File: config.mk
export PLATFORM = sky130hd
export DESIGN_NAME = plic_gateway
export DESIGN_NICKNAME = d
export VERILOG_FILES = /design/src/rtl/plic_pkg.sv /design/src/rtl/plic_gateway_cell.sv /design/src/rtl/plic_gateway.sv
export SDC_FILE = /design/constraint.sdc
export NUM_CORES = 1
export LEC_CHECK = 0
export CORE_MARGIN = 2
export CORE_UTILIZATION = 50
export DETAILED_ROUTE_END_ITERATION = 10
export GPL_ROUTABILITY_DRIVEN = 0
export PLACE_DENSITY_LB_ADDON = 0.15
export REMOVE_ABC_BUFFERS = 1
export SYNTH_ARGS = -nofsm -noshare
export SYNTH_HDL_FRONTEND = slang
export SYNTH_SLANG_ARGS = --single-unit
File: constraint.sdc
create_clock -name clk -period 2.85 [get_ports clk]
set_input_delay 0.7125 -clock clk [delete_from_list [all_inputs] [get_ports clk]]
set_output_delay 0.7125 -clock clk [all_outputs]
set_load 0.02 [all_outputs]
File: src/rtl/plic_pkg.sv
// Shared types and helpers for the PLIC gateway: per-source state encoding,
// the reserved source id and the id legality check.
package plic_pkg;

  // The pending/claimed bits are the state bits themselves, so the
  // register-readable pending and inflight outputs come straight off flops.
  typedef enum logic [1:0] {
    GW_IDLE    = 2'b00,
    GW_PENDING = 2'b01,
    GW_CLAIMED = 2'b10
  } plic_gw_state_e;

  localparam int unsigned PLIC_RESERVED_ID = 0;

  function automatic logic plic_id_ok(input logic [31:0] id, input int unsigned num_sources);
    return (id != PLIC_RESERVED_ID) && (id < num_sources);
  endfunction

endpackage

File: src/rtl/plic_gateway_cell.sv
// One interrupt source: synchroniser, registered rising-edge detect,
// IDLE/PENDING/CLAIMED gateway FSM and the one-deep edge_seen flag.
module plic_gateway_cell
  import plic_pkg::*;
#(
  parameter int SYNC_STAGES = 2
) (
  input  logic           clk,
  input  logic           rst,
  input  logic           irq,
  input  logic           edge_mode,
  input  logic           claim,
  input  logic           complete,
  output plic_gw_state_e state,
  output logic           pending,
  output logic           inflight
);

  logic [SYNC_STAGES-1:0] sync_q;
  logic                   s_d_q;
  logic                   rise_q;
  logic                   seen_q;
  plic_gw_state_e         state_q;

  logic s;
  logic trig;
  logic edge_ev;

  assign s       = sync_q[SYNC_STAGES-1];
  // The edge is registered, which is why edge mode has one more cycle of latency.
  assign edge_ev = edge_mode & rise_q;
  assign trig    = edge_mode ? rise_q : s;

  always_ff @(posedge clk) begin
    if (rst) begin
      sync_q  <= '0;
      s_d_q   <= 1'b0;
      rise_q  <= 1'b0;
      seen_q  <= 1'b0;
      state_q <= GW_IDLE;
    end else begin
      sync_q[0] <= irq;
      for (int i = 1; i < SYNC_STAGES; i++) sync_q[i] <= sync_q[i-1];
      s_d_q  <= s;
      rise_q <= s & ~s_d_q;

      case (state_q)
        GW_IDLE: begin
          if (trig) state_q <= GW_PENDING;
        end
        GW_PENDING: begin
          if (claim) begin
            state_q <= GW_CLAIMED;
            seen_q  <= edge_ev;
          end
        end
        GW_CLAIMED: begin
          if (complete) begin
            state_q <= (seen_q | edge_ev | (~edge_mode & s)) ? GW_PENDING : GW_IDLE;
            seen_q  <= 1'b0;
          end else if (edge_ev) begin
            seen_q <= 1'b1;
          end
        end
        default: state_q <= GW_IDLE;
      endcase
    end
  end

  assign state    = state_q;
  assign pending  = state_q[0];
  assign inflight = state_q[1];

endmodule

File: src/rtl/plic_gateway.sv
// PLIC gateway array: one cell per source 1..N-1, claim/complete id decode
// and the one-cycle error pulses. Source 0 is reserved and always idle.
module plic_gateway
  import plic_pkg::*;
#(
  parameter  int PLIC_NUM_SOURCES = 32,
  parameter  int SYNC_STAGES      = 2,
  localparam int ID_W             = $clog2(PLIC_NUM_SOURCES)
) (
  input  logic                        clk,
  input  logic                        rst,
  input  logic [PLIC_NUM_SOURCES-1:0] irq_src_i,
  input  logic [PLIC_NUM_SOURCES-1:0] src_edge_mode_i,
  input  logic [PLIC_NUM_SOURCES-1:0] src_enable_i,
  input  logic                        claim_i,
  input  logic [ID_W-1:0]             claim_id_i,
  input  logic                        complete_i,
  input  logic [ID_W-1:0]             complete_id_i,
  output logic [PLIC_NUM_SOURCES-1:0] pending_o,
  output logic [PLIC_NUM_SOURCES-1:0] valid_o,
  output logic [PLIC_NUM_SOURCES-1:0] inflight_o,
  output logic                        claim_err_o,
  output logic                        complete_err_o
);

  plic_gw_state_e              gw_state [PLIC_NUM_SOURCES];
  logic [PLIC_NUM_SOURCES-1:0] pending;
  logic [PLIC_NUM_SOURCES-1:0] inflight;
  logic                        claim_ok;
  logic                        complete_ok;
  logic                        claim_err_q;
  logic                        complete_err_q;
  logic                        unused_src0;

  // claim_i/complete_i are single-cycle strobes with no back-pressure: each
  // strobe is consumed in the cycle it is presented, either acted on by the
  // addressed cell or answered by an error pulse on the following cycle.
  assign claim_ok    = claim_i && plic_id_ok(32'(claim_id_i), PLIC_NUM_SOURCES)
                       && (gw_state[claim_id_i] == GW_PENDING);
  assign complete_ok = complete_i && plic_id_ok(32'(complete_id_i), PLIC_NUM_SOURCES)
                       && (gw_state[complete_id_i] == GW_CLAIMED);

  assign gw_state[0] = GW_IDLE;
  assign pending[0]  = 1'b0;
  assign inflight[0] = 1'b0;
  assign unused_src0 = irq_src_i[0] ^ src_edge_mode_i[0];

  for (genvar k = 1; k < PLIC_NUM_SOURCES; k++) begin : g_cell
    plic_gateway_cell #(
      .SYNC_STAGES (SYNC_STAGES)
    ) u_cell (
      .clk       (clk),
      .rst       (rst),
      .irq       (irq_src_i[k]),
      .edge_mode (src_edge_mode_i[k]),
      .claim     (claim_ok && (claim_id_i == ID_W'(k))),
      .complete  (complete_ok && (complete_id_i == ID_W'(k))),
      .state     (gw_state[k]),
      .pending   (pending[k]),
      .inflight  (inflight[k])
    );
  end

  always_ff @(posedge clk) begin
    if (rst) begin
      claim_err_q    <= 1'b0;
      complete_err_q <= 1'b0;
    end else begin
      claim_err_q    <= claim_i & ~claim_ok;
      complete_err_q <= complete_i & ~complete_ok;
    end
  end

  assign pending_o      = pending;
  assign inflight_o     = inflight;
  assign valid_o        = pending & src_enable_i;
  assign claim_err_o    = claim_err_q;
  assign complete_err_o = complete_err_q;

endmodule
==> results.sh, run 1 <==
export IMPL_use_met2_pct=45.0
export IMPL_drt_total_wl_mm=41.0
export IMPL_grt_max_degree=60
export IMPL_cap_violations=0
export IMPL_cts_root_buffer="clkbuf_16"
export IMPL_internal_power_mw=8.37
export IMPL_grt_antenna_before_repair=1
export IMPL_crit_type="in -> reg"
export IMPL_reg2regPathDepth=9
export IMPL_hold_violations=0
export IMPL_max_slew_margin_rel_pct=63.7
export IMPL_path_clk_slew_ns=0.06
export IMPL_hpwl_mm=30.3
export IMPL_netSwitchingFraction_pct=36.7
export IMPL_p_comb_share_pct=46.5
export IMPL_synthFlopType="dfxtp_1"
export IMPL_grt_usage_pct=27.7
export IMPL_holdBufCountCts=0
export IMPL_syn_area_um2=13800
export IMPL_period_needed_ns=2.78
export IMPL_drc=0
export IMPL_finClkSkew_ns=0.0105
export IMPL_layout_drive_gt1_share_pct=21.4
export IMPL_antenna_left=0
export IMPL_crit_path_end_kind="register"
export IMPL_clockPowerShare_pct=25.5
export IMPL_clockBufferDepth=3
export IMPL_clk_latency_ns=0.54
export IMPL_worstMarginPinSlew_ns=0.544
export IMPL_drtIter0Drc=1023
export IMPL_seq_area_um2=4380
export IMPL_holdWs_ns=0.381
export IMPL_whs_path_depth=1
export IMPL_layout_nets=2058
export IMPL_p_total_mw=13.2
export IMPL_setup_violations_final=0
export IMPL_cts_max_level=1
export IMPL_core_um2=27100
export IMPL_worstHoldPathType="reg -> reg"
export IMPL_met1_usage_pct=36.8
export IMPL_globalRouteMet3Util_pct=4.81
export IMPL_drt_pass1_iterations=6
export IMPL_grt_busiest_layer="met2"
export IMPL_synth_async_reset_ratio_pct=0
export IMPL_cts_sinks=219
export IMPL_reg2reg_slack_ns=0.18
export IMPL_synth_avg_cell_area_um2=9.52
export IMPL_cts_tree="built"
export IMPL_netlist_instances=1455
export IMPL_critPathLaunchType="input port"
export IMPL_powerDensity_nw_per_um2=711
export IMPL_outcome="completed"
export IMPL_r2r_end="g_cell[30].u_cell.seen_q"
export IMPL_num_vias=12200
export IMPL_switchingPower_mw=4.85
export IMPL_worstPathMaxFanout=8
export IMPL_max_freq_ghz=0.360
export IMPL_ys_ff_latch=219
export IMPL_r2r_start="g_cell[17].u_cell.state[1]"
export IMPL_overflow=0
export IMPL_synth_seq_area_share_pct=31.7
export IMPL_io_buffer_count=201
export IMPL_rows=60
export IMPL_multi_input_area_um2=8610
export IMPL_dieArea_um2=29000
export IMPL_fillers=2123
export IMPL_drv_slew=0
export IMPL_p_leak_nw=7.72
export IMPL_cts_buffers=25
export IMPL_syn_to_final_growth_pct=34.3
export IMPL_min_period_over_period_pct=97.6
export IMPL_worstPathArrival_ns=3.22
export IMPL_die_x_um=170
export IMPL_worstHoldStart="g_cell[10].u_cell.s_d_q"
export IMPL_synth_edf_count=0
export IMPL_crit_required_ns=3.29
export IMPL_rsz0062_at_grt="no"
export IMPL_grt_pass1_vias=11700
export IMPL_ys_types=94
export IMPL_grt_first_pass_wirelength_mm=63.5
export IMPL_die_h_um=170
export IMPL_vias_per_cell=5.59
export IMPL_ir_worst_vdd_mv=0.482
export IMPL_io_pins=208
export IMPL_power_frac_seq_pct=28.0
export IMPL_min_to="g_cell[10].u_cell.rise_q"
export IMPL_post_drt_wl_per_cell_um=18.8
export IMPL_yosys_warnings=0
export IMPL_start_util_pct=51.1
[worst max-delay path: stages]
cell and delay (ns):
clkbuf_2 0.09, buf_6 0.15, mux4_2 0.54, a22oi_2 0.30
nand3_4 0.12, buf_12 0.16, buf_4 0.14, o41ai_2 0.46
buf_4 0.19, nand3_1 0.07, a32o_1 0.27
[final cells by class]
class / instances / share of cell area, %
inverter: 93 / 1.88
clock inverter: 11 / 0.922
tap: 372 / 2.50
timing repair buffer: 426 / 21.1
sequential: 219 / 23.6
multi-input combinational: 1028 / 46.3
antenna: 1 / 0.0135
clock buffer: 34 / 3.71
[Yosys cell counts, types with 10 or more instances]
library cell    n  area (µm²)
a21oi_1        54         270
a311oi_1       19         166
a41oi_1        14         123
and2_1         42         263
and3_1         15        93.8
buf_4          75         563
clkbuf_1       30         113
dfxtp_1       219        4380
ha_1          155        1940
inv_1          93         349
mux2_2         10         113
mux2i_1        62         621
mux4_2         16         360
nand2_1       114         428
nand2b_1       35         219
nand3_1        14        70.1
nand4_1        16         100
nor2_1         43         161
nor2b_1       132         826
nor3_1         37         185
o21ai_0        20         100
o31ai_1        31         233
or3_1          11        68.8
[worst max path at each step]
stage                                start                    endpoint  slack, ns
after CTS                 complete_id_i[1]   g_cell[7].u_cell.state[1]      0.008
after detailed placement  complete_id_i[2]  g_cell[20].u_cell.state[0]      -1.02
final                        claim_id_i[0]    g_cell[30].u_cell.seen_q       0.07
after global placement    complete_id_i[2]  g_cell[18].u_cell.state[0]      -0.97
after floorplan              claim_id_i[1]  g_cell[17].u_cell.state[0]      -0.50
after global routing      complete_id_i[0]  g_cell[12].u_cell.state[0]     0.0008
[placed cells by master, fill, tap and decap left out, types with 16 or more instances in the layout]
master / count
dfxtp_1: 219
buf_4: 201
clkdlybuf4s50_1: 192
ha_1: 155
nor2b_1: 131
nand2_1: 114
inv_1: 93
mux2i_1: 59
a21oi_1: 54
and2_1: 42
nor2_1: 41
nor3_1: 36
nand2b_1: 34
o31ai_1: 26
clkbuf_16: 25
o21ai_0: 19
mux4_2: 18
a311oi_1: 18
nand4_1: 16
[power groups by stage]
stage	clock network (mW)	registers [mW]	logic, mW
after floorplan	0	4.13	2.84
after global placement	0	3.74	5.65
after detailed placement	0	3.74	5.77
after CTS	3.43	3.68	5.97
after global routing	3.55	3.73	6.65
final	3.37	3.70	6.15
[metal layers]
metal,vias up,routed length (µm)
met1,5782,17700
met2,525,18600
li1,5804,-
met5,-,0
met4,0,1670
met3,108,3080
[logic make-up (layout without fill, tap and decap cells)]
group | count (synthesis) | count (layout) | synth area share (%)
adders and majority gates | 155 | 155 | 14.0
buffers and inverters | 211 | 564 | 8.29
muxes | 99 | 99 | 9.44
other | 1 | 4 | 0.0271
and+or+nand+nor | 488 | 489 | 19.3
DFF | 219 | 219 | 31.7
AOI/OAI and AO/OA | 282 | 282 | 17.2
[registers in the layout (all words and copies together) (netlist names)]
register / count
claim_err_o: 1
complete_err_o: 1
g_cell.u_cell.rise_q: 31
g_cell.u_cell.s_d_q: 31
g_cell.u_cell.seen_q: 31
g_cell.u_cell.state: 62
g_cell.u_cell.sync_q: 62
[metrics by stage]
step | setup TNS [ns] | util, % | instance area, µm² | std cells | worst slack (ns)
final | 0 | 68.6 | 18600 | 2184 | 0.0684
after global routing | 0 | 68.6 | 18600 | 2184 | 0.000817
after CTS | 0 | 67.8 | 18400 | 2178 | 0.00772
after detailed placement | -78.21 | 63.3 | 17200 | 2113 | -1.02
after global placement | -73.46 | 63.3 | 17200 | 2113 | -0.970
after floorplan | -19.41 | - | 13100 | 1339 | -0.502
[what timing repair did]
| item | CTS | global route |
|---|---|---|
| pin swaps | 30 | 22 |
| setup endpoints to repair | 94 | 78 |
| gates resized for setup | 52 | 33 |
| buffers inserted | 19 | 5 |
| cloned | 2 | 0 |
| hold endpoints to repair | 0 | 0 |
(Power assumes the default switching activity.)
==> run 2, diff against run 1 <==
==> constraint.sdc (replaced) <==
create_clock -name clk -period 2.85 [get_ports clk]
set_input_delay 0.285 -clock clk [delete_from_list [all_inputs] [get_ports clk]]
set_output_delay 0.285 -clock clk [all_outputs]
set_load 0.02 [all_outputs]
==> run 2 against run 1 <==
Compared with the run above:
- the flow now finishes with violations (setup timing)
- worst setup slack worse by 0.070 ns
- sequential share of layout area up 0.76 points
- utilization down 2.1 points
- clock skew down 0.0021 ns
- cell count down 2.6%
- wire length down 1.6%
- clock power up 17%
- critical path type unchanged
==> results.sh, run 2 (synthesis results as in run 1) <==
export IMPL_outcome="finished with violations"
export IMPL_violations="setup timing"
export IMPL_max_slew_margin_rel_pct=50.3
export IMPL_ir_worst_vdd_mv=0.471
export IMPL_grt_pass1_vias=11600
export IMPL_layout_commonest_cell="dfxtp_1"
export IMPL_drc=0
export IMPL_layout_nets=2001
export IMPL_p_leak_nw=7.43
export IMPL_grt_usage_pct=27.2
export IMPL_critPathLaunchType="input port"
export IMPL_p_total_mw=13.5
export IMPL_finClkSkew_ns=0.00838
export IMPL_whs_path_depth=2
export IMPL_most_common_layout_cells="219 x dfxtp_1, 200 x clkdlybuf4s50_1, 161 x buf_4, 155 x ha_1, 132 x nor2b_1"
export IMPL_holdWs_ns=0.186
export IMPL_max_freq_ghz=0.351
export IMPL_worstHoldPathType="in -> reg"
export IMPL_start_util_pct=51.1
export IMPL_cts_sinks=219
export IMPL_overflow=0
export IMPL_powerDensity_nw_per_um2=752
export IMPL_worstMarginPinSlew_ns=0.745
export IMPL_hold_violations=0
export IMPL_cp_slowest_stage_delay_ns=0.62
export IMPL_cts_buffers=25
export IMPL_worstHoldStart="rst"
export IMPL_cts_max_level=1
export IMPL_die_h_um=170
export IMPL_clk_latency_ns=0.54
export IMPL_num_vias=11900
export IMPL_io_pins=208
export IMPL_cts_root_buffer="clkbuf_16"
export IMPL_crit_chain="clkdlybuf4s50_1, nand2b_2, nor3_1, a2111o_1, o22ai_4, buf_12, buf_4, o41a_1, a211oi_2, mux2i_1"
export IMPL_post_drt_wl_per_cell_um=19.0
export IMPL_layout_drive_gt1_share_pct=17.2
export IMPL_cpLargestDelayFamily="compound AO/OA/AOI/OAI gates"
export IMPL_path_clk_slew_ns=0.06
export IMPL_reg2reg_slack_ns=0.09
export IMPL_drv_slew=0
export IMPL_rows=60
export IMPL_r2r_start="g_cell[8].u_cell.state[0]"
export IMPL_min_period_over_period_pct=100
export IMPL_grt_antenna_before_repair=1
export IMPL_dieArea_um2=29000
export IMPL_io_buffer_count=201
export IMPL_vias_per_cell=5.60
export IMPL_drt_pass1_iterations=5
export IMPL_antenna_left=0
export IMPL_min_to="g_cell[5].u_cell.sync_q[0]"
export IMPL_crit_required_ns=3.32
export IMPL_worstPathMaxFanout=12
export IMPL_drtIter0Drc=996
export IMPL_syn_to_final_growth_pct=30.1
export IMPL_drt_total_wl_mm=40.3
export IMPL_worst_path_buf_inv=3
export IMPL_crit_path_end_kind="register"
export IMPL_cts_tree="built"
export IMPL_grt_max_degree=63
export IMPL_cpMaxStageDelayCell="clkdlybuf4s50_1"
export IMPL_crit_type="in -> reg"
export IMPL_die_x_um=170
export IMPL_worstPathArrival_ns=3.32
export IMPL_clockBufferDepth=3
export IMPL_holdBufCountCts=0
export IMPL_setup_ws_ns=-0.00141
export IMPL_reg2regPathDepth=9
export IMPL_r2r_end="g_cell[23].u_cell.state[1]"
export IMPL_period_needed_ns=2.85
export IMPL_grt_first_pass_wirelength_mm=62.7
export IMPL_core_um2=27100
export IMPL_setup_violations_final=1
export IMPL_cap_violations=0
export IMPL_hpwl_mm=29.9
run 2: cell types whose count changed in the layout (fill, tap and decap cells not counted), moves of 5 or more:
cell and delta:
bufinv_16 +6, buf_6 -7, buf_4 -40, clkdlybuf4s50_1 +8, clkbuf_1 -5, a221oi_1 +5
run 2: per-stage QoR:
stage               area, µm²  utilization (%)  cells  TNS (ns)  setup WS (ns)
floorplan               13100                -   1339     -2.23         -0.217
global placement        16900             62.3   2079    -31.09         -0.472
detailed placement      16900             62.3   2079    -34.57         -0.502
CTS                     17900             66.1   2124         0         0.0442
global route            18000             66.5   2127    -0.233        -0.0809
finish                  18000             66.5   2127  -0.00141       -0.00141
run 2: how the worst max path moves through the flow:
stage / start / endpoint / cells after the start
3_3_place_gp: claim_id_i[0] / g_cell[27].u_cell.state[1] / 9
6_report: claim_id_i[2] / g_cell[23].u_cell.state[1] / 10
5_1_grt: claim_id_i[2] / g_cell[23].u_cell.state[0] / 10
3_5_place_dp: claim_id_i[0] / g_cell[27].u_cell.state[1] / 9
2_1_floorplan: g_cell[15].u_cell.state[0] / g_cell[17].u_cell.state[0] / 6
4_1_cts: claim_id_i[0] / g_cell[24].u_cell.state[1] / 9
run 2: report_power, final:
group	switching [mW]	leakage [nW]	internal, mW
Clock	1.35	0.493	2.59
Sequential	0.339	1.79	3.39
Combinational	3.12	5.15	2.76
Total	4.80	7.43	8.73
run 2: metal layers:
metal,vias to the layer above,global-route usage [%],part of all wire [%]
li1,5675,-,-
met1,5692,36.2,44
met2,442,46.0,47
met3,105,3.51,6.3
met4,0,8.62,3.4
met5,-,0,0
run 2: worst register-to-register path, cell delays in order, from the launching register on:
cell      delay, ns
dfxtp_1        0.53
mux2i_1        0.14
nor3_1         0.23
a2111o_1       0.33
o22ai_4        0.14
buf_12         0.18
buf_4          0.16
o41a_1         0.47
a211oi_2       0.31
mux2i_1        0.21
run 2: cell type report:
| type | instances | area [µm²] |
|---|---|---|
| fillers | 2220 | 9090 |
| clock inverters | 16 | 340 |
| diodes | 1 | 2.50 |
| well taps | 372 | 465 |
| repair buffers | 370 | 3380 |
| flip-flops and latches | 219 | 4380 |
| clock buffers | 29 | 671 |
| inverters | 93 | 349 |
| multi-input cells | 1027 | 8420 |
run 2: what timing repair did:
action | CTS | global route
buffers inserted | 0 | 2
hold endpoints to repair | 0 | 0
pin swaps | 0 | 7
resized for setup | 1 | 14
endpoints found under the setup margin | 1 | 28
==> run 3, diff against run 2 <==
- GPL_TIMING_DRIVEN: not set -> 0
==> run 3 against run 2 <==
Compared with the run above:
- the flow now finishes without violations
- register-to-register slack got worse by 0.06 ns
- cell count fell by 6.8%
- worst setup slack improved by 0.033 ns
- sequential power rose by 9.7%
- non-clock buffer count fell by 145
- clock power fell by 16%
==> results.sh, run 3 (synthesis results as in run 1) <==
export IMPL_cts_sinks=219
export IMPL_ir_worst_vdd_mv=0.354
export IMPL_fillers=2336
export IMPL_start_util_pct=51.1
export IMPL_worstHoldPathType="in -> reg"
export IMPL_path_clk_slew_ns=0.06
export IMPL_drc=0
export IMPL_finClkSkew_ns=0.0175
export IMPL_tns_ns=0
export IMPL_antenna_left=0
export IMPL_crit_type="reg -> reg"
export IMPL_worstSetupEndpoint="g_cell[5].u_cell.seen_q"
export IMPL_grt_usage_pct=25.2
export IMPL_die_h_um=170
export IMPL_cts_max_level=1
export IMPL_r2r_end="g_cell[5].u_cell.seen_q"
export IMPL_worstPathMaxFanout=8
export IMPL_drtIter0Drc=907
export IMPL_holdWs_ns=0.189
export IMPL_critPathLaunchType="register"
export IMPL_most_common_layout_cells="203 x dfxtp_1, 192 x clkdlybuf4s50_1, 155 x ha_1, 132 x nor2b_1, 113 x nand2_1"
export IMPL_grt_first_pass_wirelength_mm=58.3
export IMPL_core_um2=27100
export IMPL_p_leak_nw=6.65
export IMPL_seq_area_um2=4400
export IMPL_place_area_um2=15600
export IMPL_drt_pass1_iterations=6
export IMPL_period_needed_ns=2.82
export IMPL_max_freq_ghz=0.355
export IMPL_max_slew_margin_rel_pct=54.0
export IMPL_crit_required_ns=3.27
export IMPL_setup_violations_final=0
export IMPL_rows=60
export IMPL_post_drt_wl_per_cell_um=18.8
export IMPL_hpwl_mm=26.2
export IMPL_clockBufferDepth=3
export IMPL_grt_max_degree=103
export IMPL_overflow=0
export IMPL_crit_path_end_kind="register"
export IMPL_startpoint="g_cell[15].u_cell.state[0]"
export IMPL_drv_slew=0
export IMPL_reg2reg_slack_ns=0.03
export IMPL_powerDensity_nw_per_um2=732
export IMPL_grt_antenna_before_repair=2
export IMPL_r2r_start="g_cell[15].u_cell.state[0]"
export IMPL_layout_commonest_cell="dfxtp_1"
export IMPL_io_buffer_count=201
export IMPL_min_period_over_period_pct=98.9
export IMPL_hold_violations=0
export IMPL_cts_tree="built"
export IMPL_num_vias=11300
export IMPL_worstPathArrival_ns=3.24
export IMPL_grt_pass1_vias=10800
export IMPL_vias_per_cell=5.69
export IMPL_layout_nets=1856
export IMPL_fin_area_um2=16800
export IMPL_holdBufCountCts=0
export IMPL_dieArea_um2=29000
export IMPL_layout_drive_gt1_share_pct=11.9
export IMPL_cts_buffers=25
export IMPL_clk_latency_ns=0.53
export IMPL_reg2regPathDepth=7
export IMPL_outcome="completed"
export IMPL_die_x_um=170
export IMPL_drt_total_wl_mm=37.3
export IMPL_io_pins=208
export IMPL_cts_root_buffer="clkbuf_16"
export IMPL_syn_to_final_growth_pct=21.2
export IMPL_cap_violations=0
export IMPL_multi_input_area_um2=8440
export IMPL_worstMarginPinSlew_ns=0.691
## run 3: report_power, final
group          switching (mW)  leakage (nW)  internal [mW]  total, mW
registers               0.680          1.80           3.41       4.09
clock network            1.30         0.424           2.00       3.30
logic                    2.58          4.43           2.31       4.90
total                    4.57          6.65           7.72       12.3
## run 3: area by class of cell
cell class | count | share of cell area [%]
well taps | 372 | 2.77
multi-input cells | 1027 | 50.3
clock buffers | 32 | 4.18
repair buffers | 225 | 13.5
flip-flops and latches | 219 | 26.3
inverters | 93 | 2.08
diodes | 1 | 0.0149
clock inverters | 13 | 0.850
## run 3: worst min-delay path by stage
| stage | start | endpoint | slack, ns | depth (start not counted) |
|---|---|---|---|---|
| after floorplan | rst | g_cell[11].u_cell.s_d_q | 0.35 | 1 |
| after global placement | g_cell[6].u_cell.s_d_q | g_cell[6].u_cell.rise_q | 0.37 | 1 |
| after detailed placement | g_cell[24].u_cell.s_d_q | g_cell[24].u_cell.rise_q | 0.37 | 1 |
| after CTS | rst | g_cell[6].u_cell.sync_q[0] | 0.21 | 2 |
| after global routing | rst | g_cell[4].u_cell.sync_q[0] | 0.23 | 2 |
| final | rst | g_cell[6].u_cell.sync_q[0] | 0.19 | 2 |
## run 3: metrics by stage
step           std cells  power [mW]  worst slack, ns  utilization, %
2_1_floorplan       1339        6.98           -0.217               -
5_1_grt             1982        13.0          -0.0189            61.9
4_1_cts             1975        12.2          -0.0140            61.5
6_report            1982        12.3           0.0318            61.9
3_3_place_gp        1912        8.67            -8.49            57.3
3_5_place_dp        1916        8.80            -1.89            57.7
## run 3: metal layers
metal	track usage [%]	wire, µm	share of wire (%)	up-vias
met2	41.0	16900	45	402
li1	-	-	-	5415
met5	0	11	0.029	-
met1	33.9	16500	44	5382
met4	8.58	1180	3.1	2
met3	4.21	2730	7.3	84
## run 3: what timing repair did
action | in CTS | in global routing
gates resized for setup | 44 | 25
setup endpoints to repair | 95 | 53
pin swaps | 9 | 6
setup buffers | 14 | 6
## run 3: critical path: stages, from the launching register on
cell and delay [ns]:
dfxtp_2 0.37, mux4_2 0.47, nand2b_1 0.21, a41oi_4 0.36
o2111ai_2 0.41, o21ai_1 0.50, a311oi_1 0.17, a41o_1 0.22
